--- src/rtl/ss_pkg.sv ---
// ---------------------------------------------------------------------------
// ss_pkg
// Shared definitions for the stochastic-symbol frame accumulator:
//   - frame FSM state encoding (IDLE / ACCUM / HOLD)
//   - default symbol width and frame size
//   - accumulator width derivation
// ---------------------------------------------------------------------------
package ss_pkg;

    localparam logic [1:0] IDLE  = 2'd0;
    localparam logic [1:0] ACCUM = 2'd1;
    localparam logic [1:0] HOLD  = 2'd2;

    typedef enum logic [1:0] {
        ST_IDLE  = IDLE,
        ST_ACCUM = ACCUM,
        ST_HOLD  = HOLD
    } state_t;

    localparam int SS_W_DEF       = 4;
    localparam int FRAME_LOG2_DEF = 8;

    // A frame of 2^frame_log2 symbols, each at most 2^ss_w-1, always fits in
    // ss_w+frame_log2 bits, so the accumulator never needs overflow handling.
    function automatic int acc_width(input int ss_w, input int frame_log2);
        return ss_w + frame_log2;
    endfunction

endpackage

--- src/rtl/ss_frame_counter.sv ---
// ---------------------------------------------------------------------------
// ss_frame_counter
// Counts accepted symbols within a frame and flags the final one.
// Ports:
//   clk, rst  clock, asynchronous active-low reset
//   clr       synchronous clear to zero (wins over en)
//   en        count one accepted symbol
//   cnt       current count, 0 .. 2^FRAME_LOG2 (saturates at full frame)
//   tc        high while cnt == 2^FRAME_LOG2 - 1, i.e. the next accepted
//             symbol completes the frame
// ---------------------------------------------------------------------------
module ss_frame_counter #(
    parameter int FRAME_LOG2 = 8
) (
    input  logic                  clk,
    input  logic                  rst,
    input  logic                  clr,
    input  logic                  en,
    output logic [FRAME_LOG2:0]   cnt,
    output logic                  tc
);

    localparam logic [FRAME_LOG2:0] FULL = {1'b1, {FRAME_LOG2{1'b0}}};
    localparam logic [FRAME_LOG2:0] LAST = {1'b0, {FRAME_LOG2{1'b1}}};

    logic [FRAME_LOG2:0] cnt_q;
    logic [FRAME_LOG2:0] cnt_d;

    always_comb begin
        cnt_d = cnt_q;
        if (clr) begin
            cnt_d = '0;
        end else if (en && (cnt_q != FULL)) begin
            cnt_d = cnt_q + 1'b1;
        end
    end

    always_ff @(posedge clk or negedge rst) begin
        if (!rst) begin
            cnt_q <= '0;
        end else begin
            cnt_q <= cnt_d;
        end
    end

    assign cnt = cnt_q;
    assign tc  = (cnt_q == LAST);

endmodule

--- src/rtl/ss_frame_accumulator.sv ---
// ---------------------------------------------------------------------------
// ss_frame_accumulator
// Sums exactly 2^FRAME_LOG2 valid product symbols per frame after a start
// command, then presents the frame sum and mean on a valid/ready port.
// Ports:
//   clk, rst      clock, asynchronous active-low reset
//   start         one-cycle frame start request (IDLE, or HOLD with handshake)
//   clear         synchronous abort back to IDLE, highest priority
//   ss_valid      qualifies z_ss; consumed only while accumulating
//   z_ss          product symbol
//   busy          high while accumulating
//   result_valid  high while a finished frame is held
//   result_ready  downstream accept
//   sum_out       frame sum
//   mean_out      sum_out >> FRAME_LOG2 (truncated)
//   sample_cnt    symbols accepted in the current frame
// ---------------------------------------------------------------------------
module ss_frame_accumulator
    import ss_pkg::*;
#(
    parameter  int SS_W       = SS_W_DEF,
    parameter  int FRAME_LOG2 = FRAME_LOG2_DEF,
    localparam int ACC_W      = acc_width(SS_W, FRAME_LOG2)
) (
    input  logic                  clk,
    input  logic                  rst,
    input  logic                  start,
    input  logic                  clear,
    input  logic                  ss_valid,
    input  logic [SS_W-1:0]       z_ss,
    output logic                  busy,
    output logic                  result_valid,
    input  logic                  result_ready,
    output logic [ACC_W-1:0]      sum_out,
    output logic [SS_W-1:0]       mean_out,
    output logic [FRAME_LOG2:0]   sample_cnt
);

    state_t              state_q, state_d;
    logic [ACC_W-1:0]    acc_q, acc_d;
    logic [ACC_W-1:0]    sum_q, sum_d;
    logic [SS_W-1:0]     mean_q, mean_d;
    logic                busy_q, busy_d;
    logic                result_valid_q, result_valid_d;

    logic                cnt_clr;
    logic                cnt_en;
    logic                cnt_tc;
    logic [ACC_W-1:0]    acc_plus;

    ss_frame_counter #(
        .FRAME_LOG2 (FRAME_LOG2)
    ) u_counter (
        .clk (clk),
        .rst (rst),
        .clr (cnt_clr),
        .en  (cnt_en),
        .cnt (sample_cnt),
        .tc  (cnt_tc)
    );

    // Running sum including the symbol presented this cycle.
    assign acc_plus = acc_q + {{FRAME_LOG2{1'b0}}, z_ss};

    always_comb begin
        state_d = state_q;
        acc_d   = acc_q;
        sum_d   = sum_q;
        mean_d  = mean_q;
        cnt_clr = 1'b0;
        cnt_en  = 1'b0;

        if (clear) begin
            // Abort: results from the previous frame are left visible.
            state_d = ST_IDLE;
            acc_d   = '0;
            cnt_clr = 1'b1;
        end else begin
            case (state_q)
                ST_IDLE: begin
                    if (start) begin
                        state_d = ST_ACCUM;
                        acc_d   = '0;
                        cnt_clr = 1'b1;
                    end
                end
                ST_ACCUM: begin
                    if (ss_valid) begin
                        acc_d  = acc_plus;
                        cnt_en = 1'b1;
                        if (cnt_tc) begin
                            state_d = ST_HOLD;
                            sum_d   = acc_plus;
                            mean_d  = SS_W'(acc_plus >> FRAME_LOG2);
                        end
                    end
                end
                ST_HOLD: begin
                    // A start that coincides with the accepting handshake
                    // launches the next frame back-to-back.
                    if (result_ready) begin
                        if (start) begin
                            state_d = ST_ACCUM;
                            acc_d   = '0;
                            cnt_clr = 1'b1;
                        end else begin
                            state_d = ST_IDLE;
                        end
                    end
                end
                default: begin
                    state_d = ST_IDLE;
                    acc_d   = '0;
                    cnt_clr = 1'b1;
                end
            endcase
        end

        busy_d         = (state_d == ST_ACCUM);
        result_valid_d = (state_d == ST_HOLD);
    end

    always_ff @(posedge clk or negedge rst) begin
        if (!rst) begin
            state_q        <= ST_IDLE;
            acc_q          <= '0;
            sum_q          <= '0;
            mean_q         <= '0;
            busy_q         <= 1'b0;
            result_valid_q <= 1'b0;
        end else begin
            state_q        <= state_d;
            acc_q          <= acc_d;
            sum_q          <= sum_d;
            mean_q         <= mean_d;
            busy_q         <= busy_d;
            result_valid_q <= result_valid_d;
        end
    end

    assign busy         = busy_q;
    assign result_valid = result_valid_q;
    assign sum_out      = sum_q;
    assign mean_out     = mean_q;

endmodule

--- config.mk ---
export PLATFORM = sky130hd
export DESIGN_NAME = ss_frame_accumulator
export DESIGN_NICKNAME = d
export VERILOG_FILES = /design/src/rtl/ss_pkg.sv /design/src/rtl/ss_frame_counter.sv /design/src/rtl/ss_frame_accumulator.sv
export SDC_FILE = /design/constraint.sdc
export NUM_CORES = 1
export LEC_CHECK = 0
export BUFFER_PORTS_ARGS = -buffer_cell sky130_fd_sc_hd__buf_2
export CAP_MARGIN = 20
export CORE_ASPECT_RATIO = 0.8
export CORE_MARGIN = 5
export CORE_UTILIZATION = 43
export DETAILED_ROUTE_END_ITERATION = 10
export PLACE_DENSITY = 0.73
export SETUP_SLACK_MARGIN = 0.05
export SLEW_MARGIN = 20
export SYNTH_ARGS = -nofsm -noshare
export SYNTH_HDL_FRONTEND = slang
export SYNTH_SLANG_ARGS = --single-unit
--- constraint.sdc ---
create_clock -name clk -period 1.8 [get_ports clk]
set_input_delay 0.27 -clock clk [delete_from_list [all_inputs] [get_ports clk]]
set_output_delay 0.27 -clock clk [all_outputs]
set_load 0.03 [all_outputs]
# --- Word-level counts from Yosys, hierarchy flattened ---
# Cells that the tools add are included.
word_totals:
  reg_bits: 41
  input_bits: 10
  out_inout_bits: 27
  word_cells: 44
classes:
  add_sub_neg: 2
  eq_ne: 8
  mux: 21
  n_bitwise: 1
  reduce_logical: 5
op_table:
  columns: ["cell", "count"]
  rows:
  - ["$mux 12", 4]
  - ["$pmux 12 s3", 1]
  - ["$mux 9", 2]
  - ["$add 12x4->12", 1]
  - ["$mux 2", 5]
  - ["$add 9x1->9 const B", 1]
  - ["$eq 9x8->1 const B", 1]
  - ["$ne 9x9->1 const B", 1]
  - ["$mux 1", 7]
  - ["$ne 3x3->1 const B", 2]
  - ["$pmux 2 s3", 1]
  - ["$eq 2x1->1 const B", 2]
  - ["$eq 2x2->1 const B", 2]
  - ["$reduce_and 4->1", 1]
  - ["$pmux 1 s3", 1]
  - ["$logic_not 2->1", 1]
  - ["$reduce_and 2->1", 1]
  - ["$reduce_bool 2->1", 1]
  - ["$logic_and 1x1->1", 1]
  - ["$not 1->1", 1]

# --- Depth between registers and ports, before layout ---
# Gate-level depths: netlist of the first run.
depth:
  depth_word: 6
  ltp_mapped: 8

# --- Modules after synthesis ---
# From an unflattened synthesis of the first run, not the netlist that was laid out.
hier_totals:
  hier_cells: 212
  hier_area_um2: 2054.5
modules_own_cells:
  columns: ["module", "instances", "cells_per_inst", "area_per_inst_um2"]
  rows:
  - ["ss_frame_accumulator", 1, 157, 1521.5]
  - ["ss_frame_counter", 1, 55, 533.0]

# --- Worst setup path after synthesis of the first run ---
# No wires, ideal clock.
synth_path:
  path_kind: "reg-to-reg"
  start: "register u_counter.cnt_q[2], in the netlist u_counter.cnt[2]"
  end: "register sum_q[10], in the netlist sum_out[10]"
  setup_time_ps: 69
  arrival_ps: 1925
  setup_slack_ps: -194
  path_stages_with_launch: 8
  path_buffers: 0
  synth_period_minus_slack_ps: 1994
  path_cell_list: "dfrtp_1 and4_1 nand2_1 nor2_1 ha_1 nand3_2 or4_1 nand3_1"
synth_via:
  elab_chain_len: 2
synth_lines:
  columns: ["item", "line", "text"]
  rows:
  - ["start, declared", "ss_frame_counter.sv:26", "logic [FRAME_LOG2:0] cnt_q;"]
  - ["start signal, assigned", "ss_frame_counter.sv:42", "cnt_q <= cnt_d;"]
  - ["$eq 9x8->1", "ss_frame_counter.sv:47", "assign tc = (cnt_q == LAST);"]
  - ["$reduce_and 4->1 (no line)", null, null]
  - ["end signal, assigned", "ss_frame_accumulator.sv:134", "sum_q <= sum_d;"]
  - ["end, declared", "ss_frame_accumulator.sv:41", "logic [ACC_W-1:0] sum_q, sum_d;"]
# No other way between the ends.
# A chain may end at the register's enable or synchronous reset.

# --- Final worst setup path of the first run ---
layout_path:
  start: "register acc_q[1]"
  end: "register sum_q[8], in the netlist sum_out[8]"
layout_via:
  elab_chain_len: 1
layout_lines:
  columns: ["item", "line", "text"]
  rows:
  - ["start, declared", "ss_frame_accumulator.sv:40", "logic [ACC_W-1:0] acc_q, acc_d;"]
  - ["start signal, assigned", "ss_frame_accumulator.sv:126", "acc_q <= '0;"]
  - ["start signal, assigned", "ss_frame_accumulator.sv:133", "acc_q <= acc_d;"]
  - ["$add 12x4->12", "ss_frame_accumulator.sv:63", "assign acc_plus = acc_q + {{FRAME_LOG2{1'b0}}, z_ss};"]
# No other way between the ends.

==> impl_metrics.ini, run 1 <==
[cells_and_area]
fin_util_pct = 62.7
num-nets-final = 303
stdcell_count = 346
drive_gt1_share_pct = 44.4
flow.area_growth_from_synthesis_pct = 40.0
final_cell_mix = buf_2 (36), buf_4 (33), dfrtp_1 (31), nand2_1 (18), nor2_1 (15)
layout_commonest_cell = buf_2
antenna_cells = 0

[routing]
post_drt_wl_per_cell_um = 16.3
via_count = 1919
antenna_left = 0
vias_per_cell = 5.55
postRouteWirelength_um = 5650
drc_errors = 0
drt-pass1-iter-count = 4
drt_iter0_drc = 169

[sta]
timing.final.crit_share_pct = 102
finalWorstSetupSlack_ns = -0.0386
setup_viol = 3
tightestPinTransition_ns = 0.481
fin_worst_skew_ns = 0.00372
period_minus_slack_ns = 1.84
hold_violations = 0
max_freq_mhz = 544
drv_slew = 0
rsz0062_at_grt = yes
tns_ns = -0.0926
max-slew-margin-rel_pct = 67.8

[setup_path]
cp_cell_sequence = buf_6 -> inv_2 -> fa_2 -> nand2b_4 -> buf_4 -> a211oi_4 -> xnor2_1 -> o21ai_1
critPathMaxStageDelay_ns = 0.42
required_ns = 1.99
worstPathMaxFanout = 4
cp-start-kind = register
crit_arrival_ns = 2.03
reg2reg_from = acc_q[1]
end_kind = register
path_class = reg2reg
crit_slowest_cell = dfrtp_1
crit_start = acc_q[1]

[clock_tree]
clock_latency_ns = 0.30
clkTransAtPathRegs_ns = 0.07
cts_max_level = 2
root_buffer = clkbuf_8
clockBufferDepth = 2
clock_sinks = 37
cts_tree = yes
cts_made_buffers = 5

[hold_path]
hold_path_class = in2reg
hp-start = clear

[placed_design]
portBuffers = 36
pre_cts_slack_ns = -0.0539
dp.final_hpwl_um = 3790
gp_congestion = 0.879
dp_cells = 321

[global_routing]
use_met3_pct = 3.86
met1_usage_pct = 25.9
grtUsageMet2_pct = 26.0
grt_pass1_vias = 1837
grt_max_degree = 20
grt_usage_pct = 17.9
grt_pass1_wl_um = 8800
antenna_found_initial = 0
grt.busiest_layer = met2
gr-total-overflow = 0

[floorplanning]
start_util_pct = 44.8
ios = 37
die-area_sq_mm = 0.00631
coreArea_sq_mm = 0.00462
die_w_um = 87.6
dieHeight_um = 72.1
rows = 22

[synth]
synth_compound_area_share_pct = 21.2
syn-cell-area_sq_mm = 0.00207
synth_top_family_by_area = compound AO/OA/AOI/OAI gates
synth-edff-count = 0
syn-num-nets = 231
synth.area.mux_share_pct = 0.967
async_flop_share_pct = 100
yosysSeqAreaShare_pct = 44.7
synth-xor-area-share_pct = 3.38
synthSimpleGateAreaFrac_pct = 19.0
synthAdderAreaFrac_pct = 5.20
synth_cells = 213
ys_seq_elements = 37
ys_warn_count = 0
yosysUniqueCellTypes = 47
ys.flop_type = dfrtp_1
avgSynthCellArea_sq_um = 9.72

[pwr]
powerDensity_mw_per_mm2 = 587
p_leak_nw = 1.33
ir_drop_mv = 0.351
power_w = 0.00170

[run_status]
status = complete, but fails checks
violations = setup timing

[job]
max_cap_violations = 0
-- repair_timing --
item                       4_1_cts  5_1_grt
gates resized for setup          7       36
hold buffers                     1        0
hold endpoints to repair        17        0
setup endpoints to repair       16       26
setup buffers                    5       10
gates cloned                     1        0
pin swaps                       13       25
-- kinds of logic after synthesis --
logic type	Yosys count
AO/OA/AOI/OAI	66
buffers and inverters	22
adder cells (fa/ha/maj)	8
AND/OR/NAND/NOR	70
flip-flops	37
multiplexers	2
XOR/XNOR	8
-- path summary, 6_finish.rpt --
check	to	slack, ns	cells past startpoint
setup reg to reg	sum_out[8]	-0.04	8
setup / recovery	sum_out[8]	-0.04	8
hold / removal	result_valid	0.26	2
hold reg to reg	sum_out[3]	0.48	2
max in group asynchronous	u_counter.cnt[0]	0.84	3
min in group asynchronous	acc_q[0]	0.44	2
-- final cells by class --
cell class	count	area, sq um
sequential	37	933
clock buffer	8	90.1
timing repair buffer	76	514
fill	387	1730
inverter	10	37.5
tap	60	75.1
multi-input combinational	155	1250
-- synthesized netlist by cell type (2+ instances only) --
cell | count | area share (%)
a211oi_1 | 7 | 2.5
a21o_1 | 3 | 1.1
a21oi_1 | 5 | 1.2
a31oi_1 | 8 | 2.4
and4_1 | 4 | 1.7
buf_2 | 2 | 0.48
buf_4 | 4 | 1.5
buf_6 | 2 | 1.1
clkbuf_1 | 4 | 0.72
dfrtp_1 | 37 | 45
ha_1 | 7 | 4.2
inv_1 | 10 | 1.8
mux2i_1 | 2 | 0.97
nand2_1 | 21 | 3.8
nand2b_1 | 2 | 0.60
nand3_1 | 7 | 1.7
nand4_1 | 3 | 0.91
nor2_1 | 16 | 2.9
o211ai_1 | 6 | 2.2
o21ai_0 | 20 | 4.8
o22ai_1 | 2 | 0.60
o31ai_1 | 5 | 1.8
or3_1 | 2 | 0.60
or4_1 | 5 | 1.8
xnor2_1 | 3 | 1.3
xor2_1 | 5 | 2.1
-- layer usage --
metal | up-vias | routed length, um
met3 | 12 | 362
met5 | - | 0
met1 | 916 | 2540
met2 | 59 | 2600
met4 | 0 | 147
li1 | 932 | -
-- flip-flops by register name (all words and copies together), names as in the netlist --
name and cells:
result_valid 1, state_q 2, sum_out 12, busy 1, u_counter.cnt 9, acc_q 12
-- critical path, delay by kind of cell, from the launching register on --
kind | cells | cell delay [ns]
AOI/OAI and AO/OA | 2 | 0.34
xor gates and xnor gates | 1 | 0.17
adders and majority gates | 1 | 0.34
buffers and inverters | 3 | 0.29
DFF | 1 | 0.42
and+or+nand+nor | 1 | 0.16
-- per-stage QoR --
stage               instance area (sq um)  hold slack, ns
floorplan                            2120         -0.0256
global placement                     2480           0.236
detailed placement                   2480           0.235
CTS                                  2660           0.247
global route                         2900           0.276
finish                               2900           0.256
-- report_power, final --
part           total [W]  leakage (nW)  switching (W)  internal [W]
combinational   0.000227         0.776       0.000132     0.0000952
clock           0.000619        0.0455       0.000306      0.000313
sequential      0.000856         0.503      0.0000129      0.000843
total            0.00170          1.33       0.000451       0.00125
(Power assumes the default switching activity.)
==> run 2, diff against run 1 <==
CORE_ASPECT_RATIO = 1.75   (was 0.8)
PLACE_DENSITY = 0.64   (was 0.73)
==> impl_metrics.ini, run 2 (synthesis results as in run 1) <==
[cells_and_area]
num-nets-final = 297
multi_input_area_sq_mm = 0.00122
final_cell_mix = buf_2 (36), buf_4 (33), dfrtp_1 (31), nand2_1 (19)
antenna_cells = 0
seqCellArea_sq_um = 933
drive_gt1_share_pct = 43.2
final_area_sq_mm = 0.00280
n_fill_cell = 425
layout_commonest_cell = buf_2
fin_util_pct = 59.9
stdcell_count = 332
flow.area_growth_from_synthesis_pct = 35.0

[placed_design]
dp_cells = 317
portBuffers = 36
gp_congestion = 0.799
dp.final_hpwl_um = 3800
place_area_sq_mm = 0.00251

[global_routing]
antenna_found_initial = 0
grt_max_degree = 38
grt_pass1_wl_um = 8680
grt_usage_pct = 16.9
grt_pass1_vias = 1875
gr-total-overflow = 0

[hold_path]
hold_path_class = in2async

[floorplanning]
dieHeight_um = 102
die-area_sq_mm = 0.00636
rows = 33
ios = 37
start_util_pct = 44.4
die_w_um = 62.5
coreArea_sq_mm = 0.00467

[job]
max_cap_violations = 0

[run_status]
status = complete, but fails checks
violations = setup timing

[pwr]
powerDensity_mw_per_mm2 = 579
p_leak_nw = 1.29
p_sw_w = 0.000415
ir_drop_mv = 0.435
power_frac_comb_pct = 13.0
intPower_w = 0.00121
p_seq_share_pct = 52.8
p_clk_share_pct = 34.1
power_w = 0.00162
switching_share_pct = 25.6

[sta]
hold_violations = 0
drv_slew = 0
fin_hold_ws_ns = 0.0110
period_minus_slack_ns = 1.83
tightestPinTransition_ns = 0.474
max-slew-margin-rel_pct = 68.4
timing.final.crit_share_pct = 102
rsz0062_at_grt = yes
setup_viol = 2
finalWorstSetupSlack_ns = -0.0295
max_freq_mhz = 547
fin_worst_skew_ns = 0.00437

[clock_tree]
clock_sinks = 37
clockBufferDepth = 2
root_buffer = clkbuf_8
cts_tree = yes
ctsHoldBuffers = 0
clock_latency_ns = 0.28
clkTransAtPathRegs_ns = 0.07
cts_max_level = 2
cts_made_buffers = 5

[routing]
vias_per_cell = 5.69
post_drt_wl_per_cell_um = 15.8
drt-pass1-iter-count = 4
antenna_left = 0
drc_errors = 0
drt_iter0_drc = 51
via_count = 1890
postRouteWirelength_um = 5250

[setup_path]
critPathMaxStageDelay_ns = 0.35
cp-start-kind = register
worstPathMaxFanout = 4
crit_slowest_cell = dfrtp_1
cp_cell_sequence = ha_2 -> inv_2 -> fa_2 -> nand2b_4 -> a21o_1 -> buf_4 -> a211oi_2 -> mux2i_1
crit_arrival_ns = 2.00
path_class = reg2reg
ff2ff_setup_slack_ns = -0.03
end_kind = register
required_ns = 1.97
-- run 2: worst max-delay path: cells and delay by family, from the launching register on --
kind | cells | cell delay, ns
flip-flops | 1 | 0.35
AND/OR/NAND/NOR | 1 | 0.17
AO/OA/AOI/OAI | 2 | 0.40
adder cells (fa/ha/maj) | 2 | 0.51
multiplexers | 1 | 0.09
buffers and inverters | 2 | 0.20
-- run 2: cell type report --
type | count | share of cell area [%]
Multi-Input combinational cell | 154 | 43.7
Sequential cell | 37 | 33.4
Timing Repair Buffer | 71 | 16.4
Clock buffer | 8 | 2.86
Tap cell | 52 | 2.33
Inverter | 10 | 1.34
-- run 2: power by group through the flow --
stage	clock, W	combinational [W]	sequential, W
finish	0.000553	0.000211	0.000856
global route	0.000610	0.000234	0.000857
CTS	0.000577	0.000196	0.000855
detailed placement	0	0.000185	0.000871
global placement	0	0.000183	0.000870
floorplan	0	0.0000976	0.000876
-- run 2: what timing repair did --
action / CTS / global route
buffers inserted: 1 / 6
pin swaps: 7 / 12
setup endpoints to repair: 16 / 25
gates resized for setup: 8 / 27
-- run 2: through the flow --
step	setup TNS [ns]	setup WS, ns
6_report	-0.0578	-0.0295
4_1_cts	-0.0738	-0.0235
5_1_grt	-0.631	-0.149
3_3_place_gp	-0.159	-0.0774
3_5_place_dp	-0.380	-0.0984
2_1_floorplan	-0.0394	-0.0394
-- run 2: worst paths after layout --
kind                       depth (start not counted)       start               end
setup / recovery                                   8    acc_q[0]          acc_q[4]
max in group asynchronous                          2         rst  u_counter.cnt[0]
hold reg to reg                                    2  sum_out[0]        sum_out[0]
setup reg to reg                                   8    acc_q[0]          acc_q[4]
hold / removal                                     2         rst  u_counter.cnt[2]
min in group clk                                   2       clear      result_valid
-- run 2: routing by layer --
| layer | vias up | part of all wire [%] | track usage (%) | routed length [um] |
|---|---|---|---|---|
| met3 | 12 | 4.4 | 3.55 | 231 |
| met5 | - | 0 | 0 | 0 |
| met4 | 0 | 2.5 | 7.19 | 133 |
| li1 | 916 | - | - | - |
| met1 | 912 | 39 | 18.6 | 2040 |
| met2 | 50 | 54 | 31.2 | 2840 |
==> run 3, diff against run 2 <==
ABC_AREA = 1   (was default)
PLACE_DENSITY = 0.63   (was 0.64)
RECOVER_POWER = 50   (was default)
==> impl_metrics.ini, run 3 <==
[synth]
synth.area.mux_share_pct = 0
ys.flop_type = dfrtp_1
async_flop_share_pct = 100
yosysUniqueCellTypes = 29
synth-xor-area-share_pct = 2.46
synth-edff-count = 0
synthTopCellsByCount = nand2_1 (80), nand3_1 (47), dfrtp_1 (37), inv_1 (24), nor2_1 (18)
synth_compound_area_share_pct = 6.28
synth.most_common_cell = nand2_1
synth_cells = 270
synth_top_area_cell = dfrtp_1
ys_warn_count = 0
syn-cell-area_sq_mm = 0.00213
ys_seq_elements = 37
syn-num-nets = 288
synthSimpleGateAreaFrac_pct = 35.2
synth_top_family_by_area = simple AND/OR/NAND/NOR gates
synth_top_area_share_pct = 43.4
yosysSeqAreaShare_pct = 43.4
synth_area_leaders = dfrtp_1 (43%), nand2_1 (14%), nand3_1 (11%), inv_1 (4.2%), ha_1 (4.1%)
synthAdderAreaFrac_pct = 5.05
avgSynthCellArea_sq_um = 7.90

[cells_and_area]
num-nets-final = 336
n_fill_cell = 483
layout_commonest_cell = nand2_1
antenna_cells = 0
drive_gt1_share_pct = 22.9
final_cell_mix = nand2_1 (77), nand3_1 (47), dfrtp_1 (34), inv_1 (24), buf_2 (23)
flow.area_growth_from_synthesis_pct = 18.8

[sta]
timing.final.crit_share_pct = 94.3
hold_violations = 0
fin_worst_skew_ns = 0.00803
setup_viol = 0
finalWorstSetupSlack_ns = 0.103
drv_slew = 0
period_minus_slack_ns = 1.70
tns_ns = 0
max_freq_mhz = 589
max-slew-margin-rel_pct = 37.6
rsz0062_at_grt = yes
tightestPinTransition_ns = 0.936

[global_routing]
gr-total-overflow = 0
antenna_found_initial = 0
grt_pass1_vias = 1872
grt_pass1_wl_um = 8490
grt_max_degree = 38
grt_usage_pct = 16.4

[run_status]
status = completed

[setup_path]
crit_slowest_cell = dfrtp_1
cp_cell_sequence = ha_2 -> inv_1 -> fa_2 -> nand3b_1 -> nand2_2 -> buf_4 -> xnor2_1 -> o21ai_0
reg2reg_from = acc_q[0]
crit_arrival_ns = 1.85
path_class = reg2reg
critPathMaxStageDelay_ns = 0.35
end_kind = register
required_ns = 1.96
ff2ff_setup_slack_ns = 0.10
worstPathMaxFanout = 6
cp-start-kind = register
crit_start = acc_q[0]

[routing]
drt-pass1-iter-count = 4
antenna_left = 0
via_count = 1900
post_drt_wl_per_cell_um = 13.3
postRouteWirelength_um = 4980
drc_errors = 0
drt_iter0_drc = 40
vias_per_cell = 5.09

[clock_tree]
cts_max_level = 2
clkTransAtPathRegs_ns = 0.08
clockBufferDepth = 2
cts_tree = yes
cts_made_buffers = 5
clock_latency_ns = 0.29
clock_sinks = 37
root_buffer = clkbuf_8

[floorplanning]
dieHeight_um = 103
start_util_pct = 43.6
ios = 37
die-area_sq_mm = 0.00652
coreArea_sq_mm = 0.00489
die_w_um = 63.2
rows = 34

[placed_design]
pre_cts_slack_ns = 0.0114
dp.final_hpwl_um = 3750
gp_congestion = 0.855
portBuffers = 36

[pwr]
p_leak_nw = 1.37
powerDensity_mw_per_mm2 = 633
ir_drop_mv = 0.487

[job]
max_cap_violations = 0

[hold_path]
hold_path_class = in2async
-- run 3: cell families after synthesis --
kind of cell	count (synthesis)
buf+inv	36
simple gates	162
xor+xnor	6
compound gates	21
fa+ha+maj	8
flops	37
-- run 3: per-layer routing --
metal	part of all wire [%]	GRT usage, %
met5	0	0
met4	2.7	7.52
met3	2.8	2.62
met2	54	31.5
met1	40	17.2
-- run 3: per-stage QoR --
| stage | total power [W] | hold WS [ns] | area [sq um] | util [%] | std cells |
|---|---|---|---|---|---|
| after detailed placement | 0.00101 | 0.353 | 2420 | 49.5 | 362 |
| after CTS | 0.00162 | 0.0382 | 2520 | 51.4 | 370 |
| final | 0.00160 | 0.193 | 2530 | 51.8 | 373 |
| after global routing | 0.00168 | 0.276 | 2530 | 51.8 | 373 |
| after global placement | 0.00101 | 0.349 | 2420 | 49.5 | 362 |
| after floorplan | 0.000958 | -0.0256 | 2170 | - | 270 |
-- run 3: report_power, final --
group | internal (W) | leakage [nW] | switching, W | total [W]
Sequential | 0.000839 | 0.509 | 0.00000505 | 0.000845
Combinational | 0.0000494 | 0.811 | 0.000105 | 0.000154
Clock | 0.000313 | 0.0455 | 0.000291 | 0.000604
-- run 3: critical path: cells and delay by family, from the launching register on --
kind            cells  cell delay (ns)
fa+ha+maj           2             0.50
flops               1             0.35
simple gates        2             0.31
buf+inv             2             0.18
xor+xnor            1             0.13
compound gates      1             0.10
-- run 3: what timing repair did --
| action | in CTS | in global routing |
|---|---|---|
| pin swaps | 0 | 3 |
| resized for setup | 1 | 5 |
| hold buffers | 0 | 0 |
| setup buffers | 0 | 3 |
| endpoints found under the setup margin | 2 | 16 |
-- run 3: final timing paths --
kind	end	cells past startpoint
max	sum_out[4]	8
min in group clk	result_valid	4
max in group asynchronous	u_counter.cnt[3]	2
max reg2reg	sum_out[4]	8
min	result_valid	2
min reg2reg	sum_out[7]	2
-- run 3: final cells by class --
cell class	instances	area, sq um	area share [%]
sequential	37	930	36.7
multi-input combinational	197	1080	42.7
clock buffer	8	90.1	3.56
inverter	28	105	4.15
timing repair buffer	49	259	10.2
tap	54	67.6	2.67
